==> config.mk <==
export PLATFORM = sky130hd
export DESIGN_NAME = tl_inyector
export DESIGN_NICKNAME = d
export VERILOG_FILES = /design/src/rtl/tl_inyector.sv
export SDC_FILE = /design/constraint.sdc
export NUM_CORES = 1
export LEC_CHECK = 0
export CORE_ASPECT_RATIO = 0.7
export CORE_MARGIN = 5
export CORE_UTILIZATION = 40
export DETAILED_ROUTE_END_ITERATION = 8
export GPL_TIMING_DRIVEN = 0
export PLACE_DENSITY = 0.66
export SYNTH_ARGS = -nofsm -noshare
export SYNTH_HDL_FRONTEND = slang
export SYNTH_SLANG_ARGS = --single-unit
==> constraint.sdc <==
create_clock -name clk -period 3.35 [get_ports clk]
set_input_delay 0.8375 -clock clk [delete_from_list [all_inputs] [get_ports clk]]
set_output_delay 0.8375 -clock clk [all_outputs]
set_load 0.02 [all_outputs]
==> src/rtl/tl_inyector.sv <==
// Transmit-side lane injector: routes upstream words to four lane FIFOs with
// hysteresis back-pressure, and runs a counter request FSM. Option: INYECTOR_TIMEOUT_EN.
module tl_inyector #(
    parameter int unsigned WIDTH   = 10,
    parameter int unsigned DEPTH   = 8,
    parameter int unsigned TIMEOUT = 15
) (
    input  logic             clk,
    input  logic             reset,
    input  logic             init,
    input  logic [2:0]       Umbral_alto,
    input  logic [2:0]       Umbral_bajo,
    input  logic             src_valid,
    input  logic [WIDTH-1:0] src_data,
    output logic             src_ready,
    output logic             push_out0,
    output logic             push_out1,
    output logic             push_out2,
    output logic             push_out3,
    output logic [WIDTH-1:0] data_out0,
    output logic [WIDTH-1:0] data_out1,
    output logic [WIDTH-1:0] data_out2,
    output logic [WIDTH-1:0] data_out3,
    input  logic             pop_in0,
    input  logic             pop_in1,
    input  logic             pop_in2,
    input  logic             pop_in3,
    input  logic             query_start,
    input  logic [1:0]       query_idx,
    output logic             req,
    output logic [1:0]       idx,
    input  logic [4:0]       contador,
    input  logic             valid,
    output logic             query_done,
    output logic [4:0]       query_count,
    output logic             query_err
);

    localparam int unsigned OW = $clog2(DEPTH + 1);

    typedef enum logic [1:0] {S_IDLE, S_WAIT, S_DONE} q_state_t;

    logic [2:0]    alto, bajo;
    logic [OW-1:0] occ     [4];
    logic [OW-1:0] occ_nxt [4];
    logic [3:0]    paused, paused_nxt;
    logic [3:0]    pop_vec, push_vec;
    logic [1:0]    lane;
    logic          xfer;

    assign lane      = src_data[WIDTH-1:WIDTH-2];
    assign pop_vec   = {pop_in3, pop_in2, pop_in1, pop_in0};
    assign src_ready = !paused[lane] && (occ[lane] < OW'(DEPTH));
    assign xfer      = src_valid && src_ready;

    always_comb begin
        for (int unsigned n = 0; n < 4; n++) begin
            push_vec[n]   = xfer && (lane == 2'(n));
            occ_nxt[n]    = occ[n];
            paused_nxt[n] = paused[n];
            // A pop on an empty lane is dropped, so push+pop only cancels when occ > 0
            if (push_vec[n] && !(pop_vec[n] && occ[n] != '0))
                occ_nxt[n] = occ[n] + 1'b1;
            else if (!push_vec[n] && pop_vec[n] && occ[n] != '0)
                occ_nxt[n] = occ[n] - 1'b1;
            if (occ_nxt[n] >= OW'(alto))
                paused_nxt[n] = 1'b1;
            else if (occ_nxt[n] <= OW'(bajo))
                paused_nxt[n] = 1'b0;
        end
    end

    always_ff @(posedge clk or negedge reset) begin
        if (!reset) begin
            alto   <= 3'd6;
            bajo   <= 3'd2;
            paused <= '0;
            for (int unsigned n = 0; n < 4; n++) occ[n] <= '0;
        end else begin
            if (init) begin
                alto <= Umbral_alto;
                bajo <= Umbral_bajo;
            end
            paused <= paused_nxt;
            for (int unsigned n = 0; n < 4; n++) occ[n] <= occ_nxt[n];
        end
    end

    always_ff @(posedge clk or negedge reset) begin
        if (!reset) begin
            {push_out3, push_out2, push_out1, push_out0} <= '0;
            data_out0 <= '0;
            data_out1 <= '0;
            data_out2 <= '0;
            data_out3 <= '0;
        end else begin
            {push_out3, push_out2, push_out1, push_out0} <= push_vec;
            if (push_vec[0]) data_out0 <= src_data;
            if (push_vec[1]) data_out1 <= src_data;
            if (push_vec[2]) data_out2 <= src_data;
            if (push_vec[3]) data_out3 <= src_data;
        end
    end

    q_state_t state, state_nxt;
    logic     capture;

`ifdef INYECTOR_TIMEOUT_EN
    logic [3:0] wait_cnt;
    logic       timeout_hit;
    logic       err_q;
`else
    logic [3:0] unused_timeout;
    assign unused_timeout = 4'(TIMEOUT);
`endif

    always_ff @(posedge clk or negedge reset) begin
        if (!reset) state <= S_IDLE;
        else        state <= state_nxt;
    end

    always_comb begin
        state_nxt = state;
        capture   = 1'b0;
`ifdef INYECTOR_TIMEOUT_EN
        timeout_hit = 1'b0;
`endif
        case (state)
            S_IDLE: if (query_start) state_nxt = S_WAIT;
            S_WAIT: begin
                if (valid) begin
                    state_nxt = S_DONE;
                    capture   = 1'b1;
                end
`ifdef INYECTOR_TIMEOUT_EN
                else if (wait_cnt == 4'(TIMEOUT - 1)) begin
                    state_nxt   = S_DONE;
                    timeout_hit = 1'b1;
                end
`endif
            end
            S_DONE:  state_nxt = S_IDLE;
            default: state_nxt = S_IDLE;
        endcase
    end

    assign req        = (state == S_WAIT);
    assign query_done = (state == S_DONE);

    always_ff @(posedge clk or negedge reset) begin
        if (!reset) begin
            idx         <= '0;
            query_count <= '0;
        end else begin
            if (state == S_IDLE && query_start) idx <= query_idx;
            if (capture) query_count <= contador;
        end
    end

`ifdef INYECTOR_TIMEOUT_EN
    always_ff @(posedge clk or negedge reset) begin
        if (!reset) begin
            wait_cnt <= '0;
            err_q    <= 1'b0;
        end else begin
            wait_cnt <= (state == S_WAIT && state_nxt == S_WAIT) ? wait_cnt + 1'b1 : '0;
            if (capture)          err_q <= 1'b0;
            else if (timeout_hit) err_q <= 1'b1;
        end
    end
    assign query_err = err_q;
`else
    assign query_err = 1'b0;
`endif

endmodule

Word level (Yosys, flattened, before mapping)
Index checks and enable logic that the tools add are counted.
- register bits after elaboration: 79
- output and inout port bits: 55
- word-level logic and storage cells: 117
- add/subtract/negate cells: 8
- order comparisons: 11
- equality and inequality tests: 7
- muxes and demuxes: 26
- bitwise gates (word level): 1
- reduce and logical (&&, ||, !) cells: 43
- operator list (operator ; count):
    $mux 4 ; 10
    $logic_and 1x1->1 ; 23
    $add 4x1->4 const B ; 4
    $ge 4x3->1 ; 4
    $le 4x3->1 ; 4
    $reduce_bool 4->1 ; 4
    $sub 4x1->4 const B ; 4
    $mux 1 ; 11
    $logic_not 1->1 ; 9
    $bmux 4 s2 ; 1
    $reduce_bool 2->1 ; 4
    $eq 2x2->1 const B ; 3
    $eq 2x1->1 const B ; 2
    $logic_not 2->1 ; 2
    $lt 4x4->1 const B ; 1
    $mux 2 ; 2
    $pmux 2 s2 ; 1
    $ge 3x3->1 const B ; 1
    $lt 2x3->1 const B ; 1
    $not 2->3 ; 1
    $bmux 1 s2 ; 1
    $ne 2x1->1 const B ; 1
    $ne 2x2->1 const B ; 1
    $reduce_and 2->1 ; 1

Depth between registers and ports, before layout
Gate-level depths: netlist of run 1.
- depth in word-level cells: 16
- gate-level depth with buffers: 11

Worst setup path before layout of run 1
OpenSTA, ideal clock, no wires.
- kind: input to register
- start: in src_data[8]
- end: reg paused[2]
- library setup time: 0.127 ns
- data arrival time: 2.816 ns
- setup slack: 0.407 ns
- stages on the path: 10
- buffers on the path: 0
- cell sequence: or4b_1 > or2_1 > inv_1 > o21ai_0 > o22ai_1 > ha_1 > nor2b_1 > o21a_1 > o211ai_1 > nand3b_1
- RTL lines (item ; RTL line ; text):
    start: declaration ; 14 ; input logic [WIDTH-1:0] src_data,
    end signal: assignment ; 84 ; paused <= paused_nxt;
    end: declaration ; 46 ; logic [3:0] paused, paused_nxt;

Final worst setup path of run 1
- start: in src_data[9]
- end: out src_ready
- word-level cells in the longest chain between the ends: 6
- elaborated cells on any way between the ends: 9
- RTL lines (item ; RTL line ; text):
    $not 2->3 (not written as such) ; 53 ; assign src_ready = !paused[lane] && (occ[lane] < OW'(DEPTH));
    $bmux 4 s2 ; 53 ;
    $mux 4 (not written as such) (2 in a row) ; 53 ;
    $lt 4x4->1 ; 53 ;
    $logic_and 1x1->1 * ; 53 ;
    end: declaration ; 15 ; output logic src_ready,
Mark *: on every way between the ends. The rest lies on a longest branch, timed or not. The select of a mux whose other input is x is not followed.

==> flow_summary.ini, run 1 <==
[outcome]
status = complete, no violations

[floorplanning]
start_util = 0.408
rows = 30
die_w_um = 129
die-area_sq_um = 12000
core-area_sq_um = 9680
die_h_um = 93.2
ios = 88

[power_and_ir_drop]
p_per_area_nw_per_um2 = 968
p_leak_nw = 2.42
ir_drop_uv = 543
power.total_mw = 5.21

[sta]
maxSlewHeadroom = 0.561
period_share = 0.987
slew_viol_final = 0
whs_ps = 369
setup-violations-final = 0
final_hold_viol_count = 0
fmax_mhz = 302
min_period_ps = 3310
setup-tns-final_ps = 0
worst_pin_slew_ps = 658
finClkSkew_ps = 6.75

[detailed_routing]
routed_wl_um = 9330
dr_total_vias = 2979
viasPerCell = 5.04
wl_per_cell_um = 15.8
dr.pass1.iters = 4
postRouteAntennaNets = 0
drtIter0Drc = 160
drc_errors = 0

[synthesis]
syn_area_per_cell_sq_um = 11.0
synthTopCellsByArea = dfrtp_1, ha_1, mux2_2
synth_edf_count = 0
ys_warn_count = 0
yosysUniqueCellTypes = 55
syn_inst = 360
synthFlopType = dfrtp_1
yosysSeqAreaShare = 0.501
yosys.area.top_type = dfrtp_1
synth-seq-cells = 79
synth_area_sq_um = 3950
ys_async_sr_fraction = 1.00
syn_nets = 425
post-synth-top-area-fraction = 0.481

[min_path]
min_path_type = input port to asynchronous set/reset pin

[clock_tree]
clock_path_buffers = 2
cts_tree = built
cts_buffers = 9
clock-sinks = 79
worstSkewPairLatency_ps = 340
ctsHtreeMaxLevel = 3
root_buffer = clkbuf_16
cts.reportedPaths.clkPinSlew_ps = 60

[placement]
place.gp.congestion = 0.793
post-dp-hpwl_um = 6970
port_buffers = 85

[global_routing]
grt.total_usage = 0.161
grt_overflow = 0
grt_pass1_wl_um = 15300
grt_max_degree = 64
antenna_found_initial = 0
grt_pass1_vias = 3028

[critical_path]
cp_slowest_stage_delay_ps = 640
arrival_ps = 2470
crit_fanout = 5
crit_buf_inv = 3
crit_type = input port to primary output
cpMostUsedCell = clkdlybuf4s50_1
worstSetupEndpointType = primary output
crit_chain = clkdlybuf4s50_1, inv_1, a211oi_1, a21oi_1, clkdlybuf4s50_1
worstPathRequired_ps = 2510
slowest_stage = clkdlybuf4s50_1
crit_family = buffers and inverters
crit_path_start_kind = input port

[flow_run]
cap_viol_max_count = 0

[finish]
drive_gt1_frac = 0.145
fin_nets = 523
synthToLayoutAreaGrowth_pct = 36.2
antenna_cells = 0
==> flip-flops by register name (all words and copies together) (netlist names) <==
name / cells
paused: 4
push_out1: 1
alto: 3
push_out0: 1
data_out0: 10
occ: 16
bajo: 3
data_out2: 10
data_out3: 10
push_out2: 1
push_out3: 1
idx: 2
data_out1: 10
state: 2
query_count: 5
==> path summary, 6_finish.rpt <==
path                              startpoint  cells past startpoint  slack, ps            to
worst min-delay path                   reset                      1        370       alto[0]
max in group asynchronous              reset                      2       2380       bajo[1]
worst max register to register        occ[8]                     11        300     paused[1]
worst max-delay path             src_data[9]                      5         40     src_ready
worst min register to register  data_out3[9]                      1        470  data_out3[9]
min in group clk                data_out3[9]                      1        470  data_out3[9]
==> layout by cell type, fill, tap and decap left out, drive strengths merged, types with 4 or more instances in the layout <==
cell type,Yosys,layout
a211oi,7,7
a21oi,10,10
buf,5,9
clkbuf,4,12
clkdlybuf4s50,0,82
dfrtp,76,76
ha,32,32
inv,23,26
mux2,25,25
nand2,57,57
nand2b,7,7
nand3,4,4
nor2,11,11
nor2b,9,9
o211ai,7,7
o21ai,12,12
xnor2,14,14
==> routing by layer <==
layer	part of all wire	vias to the layer above	global-route usage
met5	0	-	0
met4	0.011	0	0.0437
met3	0.052	11	0.0439
met2	0.47	70	0.255
met1	0.47	1444	0.219
li1	-	1454	-
==> cell families (layout without fill, tap and decap cells) <==
group           Yosys count  in the layout  share of synthesized area
compound gates           57             57                     0.0969
xor+xnor                 15             15                     0.0332
fa+ha+maj                35             35                      0.109
buf+inv                  32            135                     0.0329
flops                    79             79                      0.501
mux                      27             27                     0.0763
other cells               1              1                   0.000949
simple gates            114            114                      0.149
==> cells in the mapped netlist (4+ instances only) <==
cell,count
xnor2_1,14
a211oi_1,7
o211ai_1,6
nor2b_1,9
a21oi_1,10
inv_1,23
dfrtp_1,76
o21ai_0,12
clkbuf_1,4
nand2_1,57
nor2_1,10
ha_1,32
nand2b_1,7
mux2_2,25
nand3_1,4
==> where the power goes <==
| part | internal, mW | switching (mW) |
|---|---|---|
| clock | 0.660 | 0.403 |
| combinational | 1.25 | 1.25 |
| sequential | 1.34 | 0.307 |
==> through the flow <==
step            util  cell area [sq um]  setup WS [ps]  cells
5_1_grt        0.556               5380          -5.97    591
3_5_place_dp   0.515               4990           -645    574
3_3_place_gp   0.512               4960          -1350    573
6_report       0.556               5380           42.4    591
4_1_cts        0.554               5360          -19.5    590
2_1_floorplan      -               3950            407    360
==> final cells by class <==
type                            count  area [sq um]
Tap cell                          128           160
Clock buffer                        9           225
Fill cell                         842          4300
Clock inverter                      7           101
Timing Repair Buffer               87           885
Inverter                           23          86.3
Multi-Input combinational cell    249          1890
Sequential cell                    79          1980
Buffer                              9          51.3
==> timing repair <==
| action | 4_1_cts | 5_1_grt |
|---|---|---|
| setup endpoints to repair | 5 | 5 |
| resized for setup | 11 | 6 |
| pin swaps | 0 | 1 |
| buffers inserted | 0 | 1 |
| hold buffers | 0 | 0 |
(Power assumes the default switching activity.)
==> run 2, diff against run 1 <==
==> config.mk (replaced) <==
export PLATFORM = sky130hd
export DESIGN_NAME = tl_inyector
export DESIGN_NICKNAME = d
export VERILOG_FILES = /design/src/rtl/tl_inyector.sv
export SDC_FILE = /design/constraint.sdc
export NUM_CORES = 1
export LEC_CHECK = 0
export CORE_MARGIN = 5
export CORE_UTILIZATION = 51
export DETAILED_ROUTE_END_ITERATION = 8
export GPL_TIMING_DRIVEN = 0
export PLACE_DENSITY = 0.81
export SYNTH_ARGS = -nofsm -noshare
export SYNTH_HDL_FRONTEND = slang
export SYNTH_SLANG_ARGS = --single-unit
==> run 2 against run 1 <==
Compared with the run above: critical path depth unchanged; routed wire length down 1.7%; final cell count down 4.6%; sequential share of layout area up 1.0 points; via count up 1.2%; combinational power about the same; core utilization up 13 points; critical endpoint unchanged; largest cell class unchanged.
==> flow_summary.ini, run 2 (synthesis results as in run 1) <==
[finish]
antenna_cells = 0
final_cell_mix = clkdlybuf4s50_1, dfrtp_1, nand2_1
final_common_cell = clkdlybuf4s50_1
fillerInstances = 562
fin_nets = 522
largest_reg_flops = 16
multi_input_area_sq_um = 1900
drive_gt1_frac = 0.143
area.sequential_sq_um = 1980
final-instance-count-excl-fill = 564
synthToLayoutAreaGrowth_pct = 32.4
largest_register = occ

[critical_path]
crit_type = input port to primary output
crit_buf_inv = 3
crit_path_start_kind = input port
path_depth = 5
crit_chain = clkdlybuf4s50_1, inv_1, a211oi_1, a21oi_1, clkdlybuf4s50_1
slowest_stage = clkdlybuf4s50_1
reg2reg_depth = 11
worstPathRequired_ps = 2510
worstSetupEndpointType = primary output
arrival_ps = 2380
cpMostUsedCell = clkdlybuf4s50_1
cp_slowest_stage_delay_ps = 630
crit_fanout = 5
crit_family = buffers and inverters

[clock_tree]
cts_buffers = 9
cts_tree = built
worstSkewPairLatency_ps = 360
clock-sinks = 79
clock_path_buffers = 2
root_buffer = clkbuf_8
cts.reportedPaths.clkPinSlew_ps = 90
hold_buffers = 0
ctsHtreeMaxLevel = 3

[detailed_routing]
dr_total_vias = 3014
routed_wl_um = 9170
postRouteAntennaNets = 0
viasPerCell = 5.34
dr.pass1.iters = 4
drc_errors = 0
drtIter0Drc = 132
wl_per_cell_um = 16.3

[placement]
port_buffers = 85
place.gp.congestion = 0.863
place_inst = 548
post-dp-hpwl_um = 6870

[sta]
worst_pin_slew_ps = 643
rsz0062_at_grt = false
fmax_mhz = 311
final_hold_viol_count = 0
finClkSkew_ps = 14.5
maxSlewHeadroom = 0.567
period_share = 0.960
min_period_ps = 3220
slew_viol_final = 0
setup-violations-final = 0

[global_routing]
antenna_found_initial = 0
grt_max_degree = 66
grt_overflow = 0
grt_pass1_wl_um = 15400
grt_pass1_vias = 3197
grt.total_usage = 0.200

[flow_run]
cap_viol_max_count = 0

[power_and_ir_drop]
ir_drop_uv = 607
p_per_area_nw_per_um2 = 931
p_leak_nw = 2.37
power.total_mw = 4.87

[floorplanning]
die_w_um = 98.0
die_h_um = 98.0
core-area_sq_um = 7650
ios = 88
rows = 32
start_util = 0.517
die-area_sq_um = 9610

[outcome]
status = complete, no violations

[min_path]
min_path_type = input port to asynchronous set/reset pin
==> run 2: cell count changes in the layout (fill, tap and decap cells not counted), moves of 2 or more <==
| cell | previous run | this run |
|---|---|---|
| clkbuf_8 | 0 | 9 |
| clkinv_4 | 0 | 2 |
| clkinvlp_4 | 2 | 0 |
| clkbuf_16 | 9 | 0 |
| buf_2 | 2 | 0 |
==> run 2: through the flow <==
step	instance area (sq um)	hold slack (ps)	util	setup WS (ps)	TNS (ps)
final	5230	332	0.684	133	0
after global routing	5230	333	0.684	9.54	0
after CTS	5210	330	0.682	45.2	0
after detailed placement	4950	454	0.648	-620	-2300
after global placement	4930	451	0.645	-1390	-108040
after floorplan	3950	441	-	407	0
==> run 2: cell type report <==
type                            instances  share of cell area
Sequential cell                        79               0.379
Multi-Input combinational cell        249               0.364
Timing Repair Buffer                   86               0.168
Tap cell                              102              0.0244
Clock buffer                            9              0.0237
Inverter                               23              0.0165
Clock inverter                          7              0.0151
Buffer                                  9              0.0103
==> run 2: final timing paths <==
path,slack (ps),start,end
worst max register to register,280,occ[8],paused[1]
worst max-delay path,130,src_data[9],src_ready
max in group asynchronous,2430,reset,state[0]
worst min-delay path,330,reset,alto[0]
worst min register to register,470,data_out1[8],data_out1[8]
min in group clk,470,data_out1[8],data_out1[8]
==> run 2: report_power, final <==
part / internal [mW] / total [mW] / leakage, nW / switching (mW)
logic: 1.25 / 2.50 / 1.30 / 1.26
clock network: 0.354 / 0.734 / 0.105 / 0.380
registers: 1.34 / 1.63 / 0.967 / 0.297
==> run 2: layer usage <==
layer / routed length, um / vias up / GRT usage
met5: 0 / - / 0
met4: 149 / 0 / 0.0745
met3: 418 / 12 / 0.0386
met2: 4850 / 67 / 0.355
met1: 3750 / 1479 / 0.238
li1: - / 1456 / -
==> run 2: timing repair <==
item,in CTS,in global routing
pin swaps,0,2
setup buffers,0,0
gates resized for setup,12,6
setup endpoints to repair,5,4
